### config.mk
export PLATFORM = sky130hd
export DESIGN_NAME = csr_trap_ctrl_flat
export DESIGN_NICKNAME = d
export VERILOG_FILES = /design/src/rtl/csr_trap_ctrl_if.sv /design/src/rtl/csr_trap_ctrl.sv /design/src/flat_wrapper.sv
export SDC_FILE = /design/constraint.sdc
export NUM_CORES = 1
export LEC_CHECK = 0
export ABC_AREA = 1
export CAP_MARGIN = 10
export CORE_MARGIN = 10
export CORE_UTILIZATION = 46
export DETAILED_ROUTE_END_ITERATION = 16
export GPL_TIMING_DRIVEN = 1
export PLACE_DENSITY = 0.86
export SLEW_MARGIN = 20
export SYNTH_ARGS = -nofsm -noshare
export SYNTH_HDL_FRONTEND = slang
export SYNTH_SLANG_ARGS = --single-unit
export TNS_END_PERCENT = 50
### constraint.sdc
create_clock -name clk -period 3.6 [get_ports clk]
set_clock_uncertainty 0.1 [all_clocks]
set_input_delay 1.08 -clock clk [delete_from_list [all_inputs] [get_ports clk]]
set_output_delay 1.08 -clock clk [all_outputs]
set_load 0.01 [all_outputs]
### src/rtl/csr_trap_ctrl_if.sv
// CSR-file side of the trap controller: muxed write port, read address and
// registered read data (valid one cycle after raddr_o).
interface csr_trap_ctrl_if;
  logic        we_o;
  logic [31:0] waddr_o;
  logic [31:0] wdata_o;
  logic [31:0] raddr_o;
  logic [31:0] rdata_i;

  modport master (
    output we_o,
    output waddr_o,
    output wdata_o,
    output raddr_o,
    input  rdata_i
  );

  modport slave (
    input  we_o,
    input  waddr_o,
    input  wdata_o,
    input  raddr_o,
    output rdata_i
  );
endinterface

### src/rtl/csr_trap_ctrl.sv
// Machine-mode trap/return sequencer: steals the CSR port to save mepc/mcause/mstatus and redirect the PC.
// Optional feature: define CSR_TRAP_VECTORED_EN for vectored interrupt targets (mtvec mode 01).
module csr_trap_ctrl (
  input  logic                  clk,
  input  logic                  rst,
  input  logic                  ecall_i,
  input  logic                  ebreak_i,
  input  logic                  mret_i,
  input  logic                  int_req_i,
  input  logic [31:0]           inst_addr_i,
  input  logic                  ex_we_i,
  input  logic [31:0]           ex_waddr_i,
  input  logic [31:0]           ex_wdata_i,
  input  logic [31:0]           ex_raddr_i,
  csr_trap_ctrl_if.master       csr,
  output logic                  hold_o,
  output logic                  jump_o,
  output logic [31:0]           jump_addr_o
);

  typedef enum logic [2:0] {
    IDLE,
    RD_STATUS,
    RD_VEC,
    RD_EPC,
    WR_EPC,
    WR_CAUSE,
    WR_STATUS,
    JUMP
  } state_t;

  localparam logic [11:0] ADDR_MSTATUS = 12'h300;
  localparam logic [11:0] ADDR_MTVEC   = 12'h305;
  localparam logic [11:0] ADDR_MEPC    = 12'h341;
  localparam logic [11:0] ADDR_MCAUSE  = 12'h342;

  localparam logic [31:0] CAUSE_ECALL  = 32'd11;
  localparam logic [31:0] CAUSE_EBREAK = 32'd3;
  localparam logic [31:0] CAUSE_TIMER  = 32'h8000_0007;

  state_t      state;
  state_t      state_nxt;

  logic        mie_shadow;
  logic        is_mret_q;
  logic        is_int_q;
  logic [31:0] cause_q;
  logic [31:0] epc_q;
  logic [31:0] mstatus_q;
  logic [31:0] mtvec_q;
  logic [31:0] mepc_q;

  logic        take_int;
  logic        accept;
  logic [31:0] status_new;
  logic [31:0] trap_target;

  assign take_int = int_req_i & mie_shadow;
  // Gating with rst keeps hold_o low while reset is asserted even if a strobe is high.
  assign accept   = rst & (state == IDLE) & (ecall_i | ebreak_i | mret_i | take_int);

  // Trap: MPIE <= MIE, MIE <= 0.  Return: MIE <= MPIE, MPIE <= 1.
  assign status_new = is_mret_q
    ? {mstatus_q[31:8], 1'b1,         mstatus_q[6:4], mstatus_q[7], mstatus_q[2:0]}
    : {mstatus_q[31:8], mstatus_q[3], mstatus_q[6:4], 1'b0,         mstatus_q[2:0]};

`ifdef CSR_TRAP_VECTORED_EN
  assign trap_target = (is_int_q && (mtvec_q[1:0] == 2'b01))
                     ? {mtvec_q[31:2], 2'b00} + 32'd28
                     : {mtvec_q[31:2], 2'b00};
`else
  logic unused_vec;
  assign unused_vec  = ^{mtvec_q[1:0], is_int_q};
  assign trap_target = {mtvec_q[31:2], 2'b00};
`endif

  always_ff @(posedge clk or negedge rst) begin
    if (!rst) begin
      state <= IDLE;
    end else begin
      state <= state_nxt;
    end
  end

  always_comb begin
    state_nxt = state;
    unique case (state)
      IDLE:      if (accept) state_nxt = RD_STATUS;
      RD_STATUS: state_nxt = is_mret_q ? RD_EPC : RD_VEC;
      RD_VEC:    state_nxt = WR_EPC;
      RD_EPC:    state_nxt = WR_STATUS;
      WR_EPC:    state_nxt = WR_CAUSE;
      WR_CAUSE:  state_nxt = WR_STATUS;
      WR_STATUS: state_nxt = JUMP;
      JUMP:      state_nxt = IDLE;
    endcase
  end

  always_comb begin
    csr.we_o    = 1'b0;
    csr.waddr_o = '0;
    csr.wdata_o = '0;
    csr.raddr_o = '0;
    hold_o      = 1'b1;
    jump_o      = 1'b0;
    jump_addr_o = '0;
    unique case (state)
      IDLE: begin
        csr.we_o    = ex_we_i;
        csr.waddr_o = ex_waddr_i;
        csr.wdata_o = ex_wdata_i;
        csr.raddr_o = ex_raddr_i;
        hold_o      = accept;
      end
      RD_STATUS: csr.raddr_o = {20'd0, ADDR_MSTATUS};
      RD_VEC:    csr.raddr_o = {20'd0, ADDR_MTVEC};
      RD_EPC:    csr.raddr_o = {20'd0, ADDR_MEPC};
      WR_EPC: begin
        csr.we_o    = 1'b1;
        csr.waddr_o = {20'd0, ADDR_MEPC};
        csr.wdata_o = epc_q;
      end
      WR_CAUSE: begin
        csr.we_o    = 1'b1;
        csr.waddr_o = {20'd0, ADDR_MCAUSE};
        csr.wdata_o = cause_q;
      end
      WR_STATUS: begin
        csr.we_o    = 1'b1;
        csr.waddr_o = {20'd0, ADDR_MSTATUS};
        csr.wdata_o = status_new;
      end
      JUMP: begin
        jump_o      = 1'b1;
        jump_addr_o = is_mret_q ? mepc_q : trap_target;
      end
    endcase
  end

  // Read data lags raddr_o by one cycle, so each value is captured in the state after its read.
  always_ff @(posedge clk or negedge rst) begin
    if (!rst) begin
      mie_shadow <= 1'b0;
      is_mret_q  <= 1'b0;
      is_int_q   <= 1'b0;
      cause_q    <= '0;
      epc_q      <= '0;
      mstatus_q  <= '0;
      mtvec_q    <= '0;
      mepc_q     <= '0;
    end else begin
      if (accept) begin
        epc_q     <= inst_addr_i;
        is_mret_q <= ~ecall_i & ~ebreak_i & mret_i;
        is_int_q  <= ~ecall_i & ~ebreak_i & ~mret_i;
        cause_q   <= ecall_i  ? CAUSE_ECALL  :
                     ebreak_i ? CAUSE_EBREAK : CAUSE_TIMER;
      end
      if ((state == RD_VEC) || (state == RD_EPC)) mstatus_q <= csr.rdata_i;
      if (state == WR_EPC) mtvec_q <= csr.rdata_i;
      if ((state == WR_STATUS) && is_mret_q) mepc_q <= csr.rdata_i;

      if (state == WR_STATUS) begin
        mie_shadow <= status_new[3];
      end else if ((state == IDLE) && ex_we_i && (ex_waddr_i[11:0] == ADDR_MSTATUS)) begin
        mie_shadow <= ex_wdata_i[3];
      end
    end
  end

endmodule

### src/flat_wrapper.sv
// flat-port wrapper written by rule: the top's interface ports become plain ports
module csr_trap_ctrl_flat 
  (clk, rst, ecall_i, ebreak_i, mret_i, int_req_i, inst_addr_i, ex_we_i, ex_waddr_i, ex_wdata_i, ex_raddr_i, hold_o, jump_o, jump_addr_o, csr_we_o, csr_waddr_o, csr_wdata_o, csr_raddr_o, csr_rdata_i);
  csr_trap_ctrl_if csr_i ();
  input  logic clk;
  input  logic rst;
  input  logic ecall_i;
  input  logic ebreak_i;
  input  logic mret_i;
  input  logic int_req_i;
  input  logic [31:0] inst_addr_i;
  input  logic ex_we_i;
  input  logic [31:0] ex_waddr_i;
  input  logic [31:0] ex_wdata_i;
  input  logic [31:0] ex_raddr_i;
  output logic hold_o;
  output logic jump_o;
  output logic [31:0] jump_addr_o;
  output wire logic [$bits(csr_i.we_o)-1:0] csr_we_o;
  output wire logic [$bits(csr_i.waddr_o)-1:0] csr_waddr_o;
  output wire logic [$bits(csr_i.wdata_o)-1:0] csr_wdata_o;
  output wire logic [$bits(csr_i.raddr_o)-1:0] csr_raddr_o;
  input wire logic [$bits(csr_i.rdata_i)-1:0] csr_rdata_i;
  assign csr_we_o = csr_i.we_o;
  assign csr_waddr_o = csr_i.waddr_o;
  assign csr_wdata_o = csr_i.wdata_o;
  assign csr_raddr_o = csr_i.raddr_o;
  assign csr_i.rdata_i = csr_rdata_i;
  csr_trap_ctrl u_core (.clk(clk), .rst(rst), .ecall_i(ecall_i), .ebreak_i(ebreak_i), .mret_i(mret_i), .int_req_i(int_req_i), .inst_addr_i(inst_addr_i), .ex_we_i(ex_we_i), .ex_waddr_i(ex_waddr_i), .ex_wdata_i(ex_wdata_i), .ex_raddr_i(ex_raddr_i), .csr(csr_i), .hold_o(hold_o), .jump_o(jump_o), .jump_addr_o(jump_addr_o));
endmodule
# Word-level counts from Yosys, hierarchy flattened
# Index checks and enable logic that the tools add are counted.
[op_classes]
add_sub_neg = 0
mul = 0
div = 0
order_cmp = 0
eq_ne = 9
shifts = 0
mux = 16
n_bitwise = 10
n_reduce_logical = 8
[ops]
columns = ["operator", "count"]
rows = [
  ["$pmux W32 S4", 3],
  ["$mux W32", 4],
  ["$pmux W3 S7", 1],
  ["$eq A12 B10 Y1 const B", 1],
  ["$eq A3 B3 Y1 const B", 4],
  ["$mux W8", 1],
  ["$eq A3 B2 Y1 const B", 2],
  ["$and A1 B1 Y1", 5],
  ["$mux W1", 5],
  ["$eq A3 B1 Y1 const B", 1],
  ["$logic_and A1 B1 Y1", 3],
  ["$logic_not A3 Y1", 1],
  ["$mux W3", 1],
  ["$or A1 B1 Y1", 3],
  ["$reduce_or A3 Y1", 1],
  ["$ne A2 B1 Y1 const B", 1],
  ["$not A1 Y1", 2],
  ["$pmux W1 S2", 1],
  ["$reduce_bool A2 Y1", 1],
  ["$reduce_or A2 Y1", 1],
  ["$logic_or A1 B1 Y1", 1],
]
[totals]
reg_bits = 165
latchBits = 0
mem_bits_rw = 0
rom_bits = 0
inputBits = 167
output_inout_bits = 131
mem_count = 0

# Longest topological paths before layout
[depth]
depth_word = 6
mapped_depth = 8
ltp_nobuf = 8

# Worst setup path before layout
# OpenSTA, ideal clock, no wires.
[synth_timing]
path_type = "input port to output port"
start = "in ebreak_i"
end = "out hold_o"
t_arrival_ns = 1.778
setup_slack_ns = 0.642
cell_stages = 5
path_buffers = 1
path_cell_list = "nor2_1 -> nand3b_1 -> nand3_4 -> buf_6 -> nand2_1"
[synth_between]
elab_chain_len = 5
[synth_lines]
columns = ["element", "line_no", "source"]
rows = [
  ["start: declaration", "flat_wrapper.sv:8", "input logic ebreak_i;"],
  ["$or A1 B1 Y1 (3 in a row)", "csr_trap_ctrl.sv:60", "assign accept = rst & (state == IDLE) & (ecall_i | ebreak_i | mret_i | take_int);"],
  ["$and A1 B1 Y1", "csr_trap_ctrl.sv:60", ""],
  ["$mux W1", "csr_trap_ctrl.sv:107", "unique case (state)"],
  ["end: declaration", "flat_wrapper.sv:16", "output logic hold_o;"],
]
# Every way passes these cells.

# Worst setup path in the final report
[layout_timing]
start = "reg u_core.state[2]"
end = "out csr_wdata_o[11]"
[layout_between]
elab_chain_len = 2
word_cells_on_any_way = 5
classes_between = "eq/ne (3); mux (1); reduce/logical (1)"
[layout_lines]
columns = ["element", "line_no", "source"]
rows = [
  ["start: declaration", "csr_trap_ctrl.sv:41", "state_t state;"],
  ["start signal: assignment", "csr_trap_ctrl.sv:81", "state <= state_nxt;"],
  ["$eq A3 B3 Y1 / $logic_not A3 Y1 (equally long branches)", "csr_trap_ctrl.sv:107", ""],
  ["$pmux W32 S4 *", "csr_trap_ctrl.sv:107", ""],
  ["end: declaration", "flat_wrapper.sv:21", "output wire logic [$bits(csr_i.wdata_o)-1:0] csr_wdata_o;"],
]
# Mark *: on every way between the ends. The rest lies on a longest branch, timed or not.

==> metrics.txt <==
# TYPE chip_impl_metric gauge
chip_impl_info{name="result_of_the_run",value="complete, no violations"} 1
chip_impl_metric{name="path_buf_inv",unit=""} 4
chip_impl_metric{name="clk_pin_slew",unit="ps"} 60
chip_impl_info{name="slowest_stage",value="sky130_fd_sc_hd__clkdlybuf4s50_1"} 1
chip_impl_info{name="crit_path_start_kind",value="flop"} 1
chip_impl_metric{name="multi_input_area",unit="sq um"} 2730
chip_impl_metric{name="async_flop_share",unit="%"} 100
chip_impl_metric{name="clockBufferDepth",unit=""} 2
chip_impl_info{name="critPathTopFamily",value="buffers and inverters"} 1
chip_impl_metric{name="area.growth.synth_to_final",unit="%"} 54.9
chip_impl_metric{name="die_outline_area",unit="sq um"} 20300
chip_impl_info{name="hp-class",value="reg2reg"} 1
chip_impl_metric{name="io_pins",unit=""} 298
chip_impl_metric{name="num_vias",unit=""} 6959
chip_impl_metric{name="cts_buffers",unit=""} 17
chip_impl_metric{name="yosysUniqueCellTypes",unit=""} 28
chip_impl_metric{name="instances_no_fill",unit=""} 1394
chip_impl_metric{name="timing.hold.worst_path_depth",unit=""} 2
chip_impl_info{name="r2r_start",value="u_core.state[1]"} 1
chip_impl_metric{name="finalCritPeriodShare",unit="%"} 97.9
chip_impl_metric{name="grt_util_met2",unit="%"} 43.8
chip_impl_metric{name="synthesis.nets",unit=""} 1083
chip_impl_metric{name="drcViolationCount",unit=""} 0
chip_impl_metric{name="clock_tree.htree_level_count",unit=""} 4
chip_impl_metric{name="cp_slowest_stage_delay",unit="ps"} 540
chip_impl_metric{name="synth.yosys.seq_area_share",unit="%"} 48.6
chip_impl_metric{name="grt_first_pass_wirelength",unit="um"} 37400
chip_impl_metric{name="worst_ep_arrival_time",unit="ps"} 2340
chip_impl_metric{name="detailedRoute.firstPassIterationCount",unit=""} 5
chip_impl_metric{name="place.detailed.hpwl",unit="um"} 18900
chip_impl_metric{name="pin_count_of_the_biggest_net_entering_global_routing",unit=""} 135
chip_impl_metric{name="worst_pin_slew",unit="ps"} 924
chip_impl_info{name="r2r-end",value="u_core.epc_q[27]"} 1
chip_impl_metric{name="reg2regPathDepth",unit=""} 9
chip_impl_info{name="synth_top_flop_cell",value="sky130_fd_sc_hd__dfrtp_1"} 1
chip_impl_metric{name="power_switching",unit="mW"} 3.28
chip_impl_metric{name="drtIter0Drc",unit=""} 581
chip_impl_metric{name="globalRouteMet1Util",unit="%"} 24.8
chip_impl_info{name="crit_chain",value="buf_4 -> nand2_2 -> nor2_4 -> buf_12 -> clkbuf_16 -> nand2_1 -> nand3_1 -> clkdlybuf4s50_1"} 1
chip_impl_metric{name="synth_compound_gate_area_share",unit="%"} 14.3
chip_impl_metric{name="ys_seq_elements",unit=""} 134
chip_impl_metric{name="detail-route-antenna-nets",unit=""} 0
chip_impl_metric{name="ff_latch_area",unit="sq um"} 3350
chip_impl_metric{name="via_count_of_the_first_global_routing_pass",unit=""} 6931
chip_impl_metric{name="global_routing_usage_summed_across_all_routing_layers",unit="%"} 23.5
chip_impl_metric{name="synth_xor_area_share",unit="%"} 0
chip_impl_metric{name="chipHeight",unit="um"} 142
chip_impl_metric{name="reg2reg_setup_slack",unit="ps"} 1350
chip_impl_metric{name="core_area",unit="sq um"} 14600
chip_impl_metric{name="timing.critical_path.fanout_max",unit=""} 14
chip_impl_metric{name="maxCapViolations",unit=""} 0
chip_impl_metric{name="buffer_ports.inserted",unit=""} 297
chip_impl_metric{name="number_of_enable_flip_flop_cells_after_synthesis",unit=""} 0
chip_impl_metric{name="synth_cells",unit=""} 916
chip_impl_metric{name="synth-adder-area-share",unit="%"} 0
chip_impl_metric{name="yosys_warnings",unit=""} 0
chip_impl_metric{name="final_net_count",unit=""} 1364
chip_impl_info{name="tritoncts_clock_tree",value="built"} 1
chip_impl_metric{name="vias_per_cell",unit=""} 4.99
chip_impl_info{name="grt-busiest-layer",value="met2"} 1
chip_impl_info{name="most-common-layout-cells",value="310 x sky130_fd_sc_hd__nand2_1, 294 x sky130_fd_sc_hd__clkdlybuf4s50_1, 134 x sky130_fd_sc_hd__dfrtp_1, 127 x sky130_fd_sc_hd__inv_1, 96 x sky130_fd_sc_hd__o21ai_0"} 1
chip_impl_metric{name="ir_drop",unit="mV"} 0.389
chip_impl_info{name="cts_root_buffer",value="sky130_fd_sc_hd__clkbuf_16"} 1
chip_impl_metric{name="cell_total_after_placement",unit=""} 1357
chip_impl_info{name="main_combinational_cell_family_by_area_after_synthesis",value="simple AND/OR/NAND/NOR gates"} 1
chip_impl_metric{name="max_clock_freq",unit="GHz"} 0.284
chip_impl_metric{name="worst_max_slew_margin_expressed_relative_to_the_limit",unit="%"} 38.4
chip_impl_metric{name="clock_sinks",unit=""} 134
chip_impl_metric{name="finalHoldViolations",unit=""} 0
chip_impl_metric{name="layout.filler_cells",unit=""} 1095
chip_impl_metric{name="leakagePower",unit="nW"} 5.14
chip_impl_info{name="hold_path_end",value="u_core.cause_q[1]"} 1
chip_impl_metric{name="cts-hold-fix-buffers",unit=""} 0
chip_impl_metric{name="power_per_cell_area",unit="nW/um^2"} 810
chip_impl_metric{name="slew_violations",unit=""} 0
chip_impl_metric{name="start_util",unit="%"} 47.2
chip_impl_info{name="type_of_the_setup_path_with_the_least_slack",value="reg2out"} 1
chip_impl_metric{name="report.final.setup_viol",unit=""} 0
chip_impl_metric{name="synth.mux.area_fraction",unit="%"} 0
chip_impl_metric{name="worst_skew_pair.late_latency",unit="ps"} 410
chip_impl_metric{name="drive_above_1_share",unit="%"} 8.44
chip_impl_metric{name="finalCriticalPeriod",unit="ps"} 3520
chip_impl_info{name="grt_setup_unrepaired",value="yes"} 1
chip_impl_metric{name="gpl.final_weighted_congestion",unit=""} 0.902
chip_impl_info{name="mostFrequentLayoutCell",value="sky130_fd_sc_hd__nand2_1"} 1
chip_impl_metric{name="post_synth_design_cell_area",unit="sq um"} 6890
chip_impl_metric{name="grt_antenna_before_repair",unit=""} 0
chip_impl_metric{name="globalRouteMet3Util",unit="%"} 7.48
chip_impl_metric{name="placementRows",unit=""} 44
chip_impl_metric{name="final_util",unit="%"} 73.2
chip_impl_metric{name="postRouteWirelength",unit="um"} 25500
chip_impl_metric{name="postSynthAreaPerCell",unit="sq um"} 7.52
chip_impl_metric{name="power.combinational.fraction",unit="%"} 47.3
chip_impl_metric{name="synth_simple_gate_area_share",unit="%"} 25.1
chip_impl_info{name="endpoint_kind",value="primary output"} 1
chip_impl_metric{name="wl_per_cell",unit="um"} 18.3
chip_impl_info{name="min_from",value="u_core.cause_q[1]"} 1
chip_impl_metric{name="switching_share",unit="%"} 38.0
chip_impl_metric{name="power.internal",unit="mW"} 5.36
chip_impl_metric{name="required",unit="ps"} 2420
chip_impl_metric{name="grt_overflow",unit=""} 0
chip_impl_metric{name="power.share.sequential",unit="%"} 30.6
chip_impl_metric{name="power_frac_clock",unit="%"} 22.1
chip_impl_metric{name="die_w",unit="um"} 142
## power by group through the flow
stage | registers (mW) | clock network, mW | logic [mW]
after global placement | 2.60 | 0 | 3.86
final | 2.65 | 1.91 | 4.09
after detailed placement | 2.64 | 0 | 3.95
after global routing | 2.71 | 2.00 | 4.49
after CTS | 2.63 | 1.92 | 4.00
after floorplan | 2.53 | 0 | 2.28
## through the flow
stage / setup TNS (ps) / worst slack (ps) / instance area (sq um) / power, mW / hold WS, ps
2_1_floorplan: 0 / 642 / 6890 / 4.82 / 334
3_3_place_gp: -55.8 / -55.8 / 9900 / 6.47 / 349
3_5_place_dp: -53.1 / -53.1 / 9900 / 6.60 / 364
4_1_cts: 0 / 3.42 / 10600 / 8.55 / 379
5_1_grt: -40.6 / -19.6 / 10700 / 9.20 / 407
6_report: 0 / 75.9 / 10700 / 8.64 / 378
## cells by family (layout without fill, tap and decap cells)
group,after synthesis,in the layout
AO/OA/AOI/OAI,168,168
AND/OR/NAND/NOR,429,429
other,0,1
buffers and inverters,185,478
flip-flops,134,134
## cell usage after synthesis (2+ instances only)
cell type                    n  area (sq um)
sky130_fd_sc_hd__buf_6      11           124
sky130_fd_sc_hd__o21ai_2    35           307
sky130_fd_sc_hd__o21ai_1     4          20.0
sky130_fd_sc_hd__inv_2       4          15.0
sky130_fd_sc_hd__nand2_1   311          1170
sky130_fd_sc_hd__buf_4       5          37.5
sky130_fd_sc_hd__a21oi_1    30           150
sky130_fd_sc_hd__buf_2      18          90.1
sky130_fd_sc_hd__nand3_1    30           150
sky130_fd_sc_hd__nand4_1     5          31.3
sky130_fd_sc_hd__nor2_1     73           274
sky130_fd_sc_hd__clkbuf_1   16          60.1
sky130_fd_sc_hd__o21ai_0    96           480
sky130_fd_sc_hd__clkbuf_2    2          10.0
sky130_fd_sc_hd__nor3_1      2          10.0
sky130_fd_sc_hd__nor2_4      3          33.8
sky130_fd_sc_hd__inv_1     127           477
sky130_fd_sc_hd__dfrtp_1   134          3350
## flip-flops by register name, indices dropped and copies added, names as in the netlist
signal and cells:
u_core.cause_q 3, u_core.is_mret_q 1, u_core.epc_q 32, u_core.mtvec_q 30, u_core.mepc_q 32, u_core.state 3, u_core.mstatus_q 32, u_core.mie_shadow 1
## cell type report
cell class	instances	area share, %
antenna	1	0.0234
clock buffer	19	4.24
clock inverter	12	1.88
inverter	132	4.73
multi-input combinational	597	25.6
sequential	134	31.4
tap	184	2.16
timing repair buffer	315	30.0
## worst max-delay path by stage
stage / end / start / cells past startpoint / slack (ps)
5_1_grt: csr_wdata_o[16] / u_core.state[1] / 8 / -20
4_1_cts: csr_waddr_o[8] / ex_waddr_i[8] / 4 / 3
6_report: csr_wdata_o[11] / u_core.state[2] / 8 / 80
2_1_floorplan: hold_o / ebreak_i / 5 / 640
3_5_place_dp: hold_o / ecall_i / 6 / -50
3_3_place_gp: hold_o / ecall_i / 6 / -60
## per-layer routing
layer	up-vias	routed length (um)
met3	37	2150
met2	295	13600
li1	3368	-
met1	3259	9150
met4	0	512
met5	-	0
## what timing repair did
action                     in CTS  in global routing
pin swaps                       0                  1
hold endpoints to repair        0                  0
setup endpoints to repair      51                 32
resized for setup               8                  5
setup buffers                   0                  3
cloned                          0                  2
## worst register-to-register path, cell delays in order (launching register included)
cell                        delay, ps
sky130_fd_sc_hd__dfrtp_1          340
sky130_fd_sc_hd__buf_4            180
sky130_fd_sc_hd__nor2_4            70
sky130_fd_sc_hd__inv_4            110
sky130_fd_sc_hd__nor2_8            60
sky130_fd_sc_hd__clkbuf_16        200
sky130_fd_sc_hd__nand3_4           90
sky130_fd_sc_hd__buf_4            710
sky130_fd_sc_hd__nand2_1          190
sky130_fd_sc_hd__o21ai_2          100
Note: power is estimated with default switching activity, not from simulation.
